## src/rtl/conv_sequencer.sv

```systemverilog
// Run-level sequencer for the convolution datapath: releases memory, then the selected
// engines in order, then the display, with busy/done handshake and a completed-run counter.
module conv_sequencer #(
    parameter int unsigned MEM_CYCLES = 4,
    parameter int unsigned PE_CYCLES  = 20,
    parameter int unsigned S3_CYCLES  = 12,
    parameter int unsigned S2_CYCLES  = 16
) (
    input  logic       clk,
    input  logic       rst,
    input  logic       start,
    input  logic       abort,
    input  logic [1:0] mode,
    output logic       rst_mem,
    output logic       rst_pe,
    output logic       rst_3b3,
    output logic       rst_2b2,
    output logic       rst_disp,
    output logic       busy,
    output logic       done,
    output logic [2:0] state,
    output logic [7:0] run_cnt
);

    typedef enum logic [2:0] {
        StIdle   = 3'd0,
        StLoad   = 3'd1,
        StRunPe  = 3'd2,
        StRun3b3 = 3'd3,
        StRun2b2 = 3'd4,
        StDisp   = 3'd5
    } state_e;

    localparam logic [7:0] MemLast = 8'(MEM_CYCLES - 1);
    localparam logic [7:0] PeLast  = 8'(PE_CYCLES - 1);
    localparam logic [7:0] S3Last  = 8'(S3_CYCLES - 1);
    localparam logic [7:0] S2Last  = 8'(S2_CYCLES - 1);

    state_e     state_q, state_d;
    logic [7:0] phase_q, phase_d;
    logic [1:0] mode_q, mode_d;
    logic       rst_mem_q, rst_mem_d;
    logic       rst_pe_q, rst_pe_d;
    logic       rst_3b3_q, rst_3b3_d;
    logic       rst_2b2_q, rst_2b2_d;
    logic       rst_disp_q, rst_disp_d;
    logic       busy_q, busy_d;
    logic       done_q, done_d;
    logic [7:0] run_cnt_q, run_cnt_d;
    state_e     first_run;
    logic       hold_engines;

    always_comb begin
        first_run = StRunPe;
        case (mode_q)
            2'b10:   first_run = StRun3b3;
            2'b11:   first_run = StRun2b2;
            default: first_run = StRunPe;
        endcase
    end

    always_comb begin
        state_d = state_q;
        mode_d  = mode_q;
        case (state_q)
            StIdle: begin
                if (start) begin
                    state_d = StLoad;
                    mode_d  = mode;
                end
            end
            StLoad: begin
                if (phase_q == MemLast) state_d = first_run;
            end
            StRunPe: begin
                if (phase_q == PeLast) state_d = (mode_q == 2'b00) ? StRun3b3 : StDisp;
            end
            StRun3b3: begin
                if (phase_q == S3Last) state_d = (mode_q == 2'b00) ? StRun2b2 : StDisp;
            end
            StRun2b2: begin
                if (phase_q == S2Last) state_d = StDisp;
            end
            StDisp: begin
                if (start) begin
                    state_d = StLoad;
                    mode_d  = mode;
                end
            end
            default: state_d = StIdle;
        endcase
        // Abort wins over any start, including a restart from DISP.
        if (abort && state_q != StIdle) begin
            state_d = StIdle;
            mode_d  = mode_q;
        end
    end

    always_comb begin
        phase_d = (state_d != state_q) ? 8'd0 : phase_q + 8'd1;

        // An engine that has been released stays released until LOAD or IDLE.
        hold_engines = (state_d == StRun3b3) || (state_d == StRun2b2) || (state_d == StDisp);

        rst_mem_d  = (state_d != StIdle);
        rst_pe_d   = (state_d == StRunPe) || (rst_pe_q && hold_engines);
        rst_3b3_d  = (state_d == StRun3b3) || (rst_3b3_q && hold_engines);
        rst_2b2_d  = (state_d == StRun2b2) || (rst_2b2_q && hold_engines);
        rst_disp_d = (state_d == StDisp);
        busy_d     = (state_d == StLoad) || (state_d == StRunPe) ||
                     (state_d == StRun3b3) || (state_d == StRun2b2);
        done_d     = (state_d == StDisp) && (state_q != StDisp);
        run_cnt_d  = done_d ? run_cnt_q + 8'd1 : run_cnt_q;
    end

    always_ff @(posedge clk or negedge rst) begin
        if (!rst) begin
            state_q    <= StIdle;
            phase_q    <= 8'd0;
            mode_q     <= 2'b00;
            rst_mem_q  <= 1'b0;
            rst_pe_q   <= 1'b0;
            rst_3b3_q  <= 1'b0;
            rst_2b2_q  <= 1'b0;
            rst_disp_q <= 1'b0;
            busy_q     <= 1'b0;
            done_q     <= 1'b0;
            run_cnt_q  <= 8'd0;
        end else begin
            state_q    <= state_d;
            phase_q    <= phase_d;
            mode_q     <= mode_d;
            rst_mem_q  <= rst_mem_d;
            rst_pe_q   <= rst_pe_d;
            rst_3b3_q  <= rst_3b3_d;
            rst_2b2_q  <= rst_2b2_d;
            rst_disp_q <= rst_disp_d;
            busy_q     <= busy_d;
            done_q     <= done_d;
            run_cnt_q  <= run_cnt_d;
        end
    end

    assign state    = state_q;
    assign rst_mem  = rst_mem_q;
    assign rst_pe   = rst_pe_q;
    assign rst_3b3  = rst_3b3_q;
    assign rst_2b2  = rst_2b2_q;
    assign rst_disp = rst_disp_q;
    assign busy     = busy_q;
    assign done     = done_q;
    assign run_cnt  = run_cnt_q;

endmodule

```

## config.mk

```make
export PLATFORM = sky130hd
export DESIGN_NAME = conv_sequencer
export DESIGN_NICKNAME = d
export VERILOG_FILES = /design/src/rtl/conv_sequencer.sv
export SDC_FILE = /design/constraint.sdc
export NUM_CORES = 1
export LEC_CHECK = 0
export BUFFER_PORTS_ARGS = -buffer_cell sky130_fd_sc_hd__clkbuf_2
export CORE_AREA = 4 4 49 84
export DETAILED_ROUTE_END_ITERATION = 8
export DIE_AREA = 0 0 53 88
export GPL_TIMING_DRIVEN = 0
export PLACE_DENSITY = 0.6
export SYNTH_ARGS = -nofsm -noshare
export SYNTH_HDL_FRONTEND = slang
export SYNTH_SLANG_ARGS = --single-unit
```

## constraint.sdc

```tcl
create_clock -name clk -period 3.3 [get_ports clk]
set_input_delay 0.825 -clock clk [delete_from_list [all_inputs] [get_ports clk]]
set_output_delay 0.825 -clock clk [all_outputs]
set_load 0.005 [all_outputs]
```

# ---- Yosys cells after proc, flatten, opt, wreduce, memory -nomap -nowiden
# Cells that the tools add are included.
dict set report word_totals {
  out_inout_bits 18
  word_cells 62
  register_bits 28
  in_bits 6
}
dict set report op_classes {
  muxes 11
  eq_ne 18
  bitwise_logic 1
  reduce_logical 19
  n_addsub 2
}
# operator n
set op_table {}
lappend op_table {{$mux W3} 7}
lappend op_table {{$add A8 B1 Y8 const B} 2}
lappend op_table {{$eq A8 B4 Y1 const B} 2}
lappend op_table {{$pmux W3 S5} 1}
lappend op_table {{$eq A3 B2 Y1 const B} 4}
lappend op_table {{$eq A3 B3 Y1 const B} 4}
lappend op_table {{$eq A8 B2 Y1 const B} 1}
lappend op_table {{$eq A8 B5 Y1 const B} 1}
lappend op_table {{$logic_or A1 B1 Y1} 8}
lappend op_table {{$mux W8} 1}
lappend op_table {{$eq A3 B1 Y1 const B} 2}
lappend op_table {{$pmux W3 S2} 1}
lappend op_table {{$reduce_bool A3 Y1} 2}
lappend op_table {{$logic_and A1 B1 Y1} 5}
lappend op_table {{$eq A2 B2 Y1 const B} 2}
lappend op_table {{$logic_not A3 Y1} 1}
lappend op_table {{$ne A3 B3 Y1} 1}
lappend op_table {{$ne A3 B3 Y1 const B} 1}
lappend op_table {{$reduce_and A3 Y1} 1}
lappend op_table {{$logic_not A2 Y1} 1}
lappend op_table {{$reduce_or A2 Y1} 1}
lappend op_table {{$mux W1} 1}
lappend op_table {{$not A1 Y1} 1}

# ---- Logic depth before layout (Yosys ltp)
dict set report logic_depth {
  ltp_word 10
  ltp_mapped 7
  ltp_nobuf 6
}

# ---- Least setup slack after synthesis
# OpenSTA, ideal clock, no wires.
dict set report synth_timing {
  path_kind {reg-to-reg}
  startpoint {register phase_q[5]}
  endpoint {register run_cnt_q[1] (netlist: run_cnt[1])}
  setup_ns 0.128
  stages_incl_launch_ff 6
  arrival_ns 2.493
  path_buffers 0
  required_ns 3.172
  slack_ns 0.680
  period_less_slack_ns 2.620
  cell_sequence {dfrtp_1 > or4_1 > or4_1 > a2111oi_4 > a211oi_2 > mux2_1}
}
dict set report synth_between {
  elab_chain_len 6
  elab_cells_between_ends 12
}
# item line
set synth_rtl {}
lappend synth_rtl {{start, declared} 40} ;# logic [7:0] phase_q, phase_d;
lappend synth_rtl {{start signal, assigned} 131} ;# phase_q <= phase_d;
lappend synth_rtl {{$eq A8 B4 Y1, or another cell as far along} 82} ;# if (phase_q == S2Last) state_d = StDisp;
lappend synth_rtl {{$mux W3 (on tied branches)} n/a}
lappend synth_rtl {{$pmux W3 S5 (*)} 65} ;# case (state_q)
lappend synth_rtl {{$mux W3 (*)} 93} ;# if (abort && state_q != StIdle) begin
lappend synth_rtl {{$eq A3 B3 Y1 (*)} 112} ;# done_d = (state_d == StDisp) && (state_q != StDisp);
lappend synth_rtl {{$logic_and A1 B1 Y1 (*)} 112}
lappend synth_rtl {{net done_d} 48} ;# logic done_q, done_d;
lappend synth_rtl {{end signal, assigned} 140} ;# run_cnt_q <= run_cnt_d;
lappend synth_rtl {{end, declared} 49} ;# logic [7:0] run_cnt_q, run_cnt_d;
# Mark *: on every way through the listed nets, which the timed path passes. The rest lies on a longest branch.
# A chain may end at the register's enable or synchronous reset.

# ---- Worst setup path after layout
dict set report layout_timing {
  startpoint {register phase_q[5]}
  endpoint {register phase_q[3]}
}
dict set report layout_between {
  elab_chain_len 6
  elab_cells_between_ends 12
}
# item line
set layout_rtl {}
lappend layout_rtl {{$eq A8 B4 Y1, or another cell as far along} 82}
lappend layout_rtl {{$mux W3 (on tied branches)} n/a}
lappend layout_rtl {{$pmux W3 S5 (*)} 65}
lappend layout_rtl {{$mux W3 (*)} 93}
lappend layout_rtl {{$ne A3 B3 Y1 (*)} 100} ;# phase_d = (state_d != state_q) ? 8'd0 : phase_q + 8'd1;
lappend layout_rtl {{$mux W8 (*)} 100}
lappend layout_rtl {{net phase_d[3]} 40}
# Marked as above.

==> results.sh <==
export IMPL_num_antenna_cells=0
export IMPL_floorplan_die_width_um=53
export IMPL_holdBufCountCts=0
export IMPL_route_detailed_drc=0
export IMPL_timing_final_max_slew_violations=0
export IMPL_min_delay_path_class="register to register"
export IMPL_tritoncts="yes"
export IMPL_status="finished, final reports clean"
export IMPL_ys_warn_count=0
export IMPL_route_detailed_vias_per_inst=5.85
export IMPL_chipHeight_um=88
export IMPL_final_min_clock_period_ps=3010
export IMPL_gp_routability_congestion=0.783
export IMPL_start_util_pct=44.7
export IMPL_cts_repair_timing_setup_buffer_count=0
export IMPL_maximum_clock_insertion_buffer_count=2
export IMPL_number_of_antenna_violations_at_the_first_check_in_global_routing=0
export IMPL_critical_path_top_delay_family="simple AND/OR/NAND/NOR gates"
export IMPL_cap_viol_max_count=0
export IMPL_critical_path_cell_chain="or4_1 > or4_1 > a2111oi_4 > a211oi_1 > nor3_1"
export IMPL_critical_path_max_stage_delay_ps=680
export IMPL_io_pins=24
export IMPL_switching_power_uw=552
export IMPL_core_area_um2=3400
export IMPL_ctsHtreeMaxLevel=1
export IMPL_synth_cell_area_um2=1520
export IMPL_cts_root_buffer="clkbuf_8"
export IMPL_setup_viol_count_final=0
export IMPL_global_route_peak_usage_layer="met2"
export IMPL_synth_fp_nets=156
export IMPL_drt_pass1_iter_count=4
export IMPL_netlist_top_cell_by_area="dfrtp_1"
export IMPL_share_of_the_synthesized_area_in_the_top_cell_type_pct=46.1
export IMPL_clkPwrFrac_pct=19.4
export IMPL_route_vias_total=1286
export IMPL_post_drt_wl_per_cell_um=16.2
export IMPL_clkSinkCount=28
export IMPL_worst_slew_slack_as_a_fraction_of_its_limit_pct=35.9
export IMPL_worstPathRequired_ps=3490
export IMPL_cts_reportedPaths_clkPinSlew_ps=100
export IMPL_fin_worst_skew_ps=8.72
export IMPL_cp_max_fo=10
export IMPL_rsz0062_at_grt="false"
export IMPL_ys_top_cells_by_area="dfrtp_1, xnor2_1, xor2_1"
export IMPL_synth_area_per_cell_um2=10.3
export IMPL_die_footprint_um2=4660
export IMPL_globalRouteTotalUtil_pct=17.9
export IMPL_num_nets_final=184
export IMPL_first_pass_grt_wire_length_mm=6.28
export IMPL_cts_repair_resized=0
export IMPL_grt_start_max_net_pins=29
export IMPL_cp_start_kind="register"
export IMPL_std_cell_rows=28
export IMPL_final_period_utilization_pct=91.2
export IMPL_comb_power_share_pct=42.6
export IMPL_power_per_cell_area_nw_per_um2=802
export IMPL_ant_nets=0
export IMPL_grt_overflow_total=0
export IMPL_p_sw_share_pct=39.0
export IMPL_total_leakage_power_nw=0.799
export IMPL_syn_instance_count=148
export IMPL_cp_common_cell="or4_1"
export IMPL_irDropWorstVdd_uv=423
export IMPL_detailedRoute_firstIterationViolations=46
export IMPL_cp_slowest_cell="a2111oi_4"
export IMPL_synth_seq_cells=28
export IMPL_seq_power_share_pct=38.0
export IMPL_fmax_mhz=332
export IMPL_totalWireLength_mm=3.56
export IMPL_timing_worst_slew_pin_value_ps=955
export IMPL_dpl_hpwl_mm=2.63
export IMPL_crit_arrival_ps=3200
export IMPL_mostFrequentLayoutCell="dfrtp_1"
export IMPL_yosysSeqAreaShare_pct=46.1
export IMPL_critical_path_class="register to register"
export IMPL_first_global_vias=1367
export IMPL_buffer_ports_inserted=23
export IMPL_grt_use_met3_pct=2.04
export IMPL_post_synth_num_cell_types=48
export IMPL_clk_latency_ps=280
export IMPL_timing_setup_tns_ps=0
export IMPL_crit_buf_inv=0
export IMPL_growth_of_design_area_from_synthesis_to_finish_pct=16.0
export IMPL_setup_worst_path_end_class="register"
export IMPL_grt_use_met2_pct=33.3
export IMPL_cts_buffers_inserted=3
export IMPL_drive_above_1_share_pct=18.9
export IMPL_hold_viol=0
export IMPL_postLayoutSetupSlackWorst_ps=289
export IMPL_met1_global_route_usage_pct=19.4
export IMPL_intPower_uw=862
export IMPL_dpl_worst_slack_ps=316
export IMPL_layout_cells_most_common_list="dfrtp_1, clkbuf_2, nor2_1, nor3_1"
[synthesized netlist by cell type, drive strengths merged]
cell,n
a21o,1
a211oi,4
and3b,1
or3b,2
a21oi,6
nand4,1
a2111oi,4
o211a,1
o22ai,1
ha,2
nand3,4
mux2,3
nor3,9
nor3b,4
o211ai,1
or4b,1
dfrtp,28
nand3b,1
a2bb2oi,2
nor4,1
and4,1
nor4bb,2
nand2b,2
nor2b,1
o21ai,3
mux2i,1
buf,1
clkbuf,4
a31oi,2
xor2,6
and3,5
nor2,9
and2,2
a211o,1
inv,5
or3,4
nand4bb,1
o31a,1
or4,3
xnor2,7
and4b,1
nand2,7
o31ai,2
[registers in the layout, summed over array words and instances, names as in the netlist]
signal    count
done          1
state         3
rst_disp      1
busy          1
rst_3b3       1
phase_q       8
rst_mem       1
rst_pe        1
run_cnt       8
rst_2b2       1
mode_q        2
[cell families after synthesis]
group                      Yosys count  synth area share, %
DFF                                 28                 46.1
xor gates and xnor gates            13                 7.49
AOI/OAI and AO/OA                   29                 15.0
and+or+nand+nor                     62                 24.4
muxes                                4                 2.88
adders and majority gates            2                 1.65
buffers and inverters               10                 2.47
[worst reg2reg max path: stages (launching register included)]
cell and delay (ps):
dfrtp_1 440, or4_1 600, or4_1 550, a2111oi_4 680
a211oi_1 360, nor3_1 280
[power groups by stage]
stage                     Combinational [mW]  Sequential [mW]  Clock, mW
after floorplan                        0.422            0.525          0
after global placement                 0.588            0.537          0
after detailed placement               0.607            0.544          0
after CTS                              0.609            0.536      0.282
after global routing                   0.679            0.553      0.296
final                                  0.603            0.537      0.274
[through the flow]
stage | utilization (%) | hold WS (ps) | instances | area [um^2] | power (mW)
after floorplan | - | 435 | 148 | 1520 | 0.947
after global placement | 49.8 | 447 | 216 | 1690 | 1.13
after detailed placement | 49.8 | 466 | 216 | 1690 | 1.15
after CTS | 51.9 | 477 | 220 | 1760 | 1.43
after global routing | 51.9 | 515 | 220 | 1760 | 1.53
final | 51.9 | 474 | 220 | 1760 | 1.41
[metal layers]
| layer | up-vias | share of wire, % | routed length (um) |
|---|---|---|---|
| met2 | 46 | 56 | 1990 |
| met4 | 0 | 2.5 | 89 |
| met5 | - | 0 | 0 |
| met1 | 630 | 37 | 1330 |
| li1 | 603 | - | - |
| met3 | 7 | 4.1 | 146 |
[area by class of cell]
class / instances / area, um^2
Fill cell: 327 / 1640
Multi-Input combinational cell: 110 / 782
Sequential cell: 28 / 701
Timing Repair Buffer: 23 / 115
Tap cell: 45 / 56.3
Clock buffer: 3 / 41.3
Clock inverter: 1 / 30.0
Buffer: 5 / 18.8
Inverter: 5 / 18.8
[final timing paths]
kind                              endpoint       start  depth (start not counted)  slack, ps
min in group asynchronous       phase_q[0]         rst                          1        570
worst min register to register  phase_q[0]  phase_q[0]                          1        470
worst max register to register  phase_q[3]  phase_q[5]                          5        290
worst min-delay path            phase_q[0]  phase_q[0]                          1        470
max in group asynchronous       run_cnt[2]         rst                          1       2290
worst max-delay path            phase_q[3]  phase_q[5]                          5        290
Power figures use the tool's default switching activity.
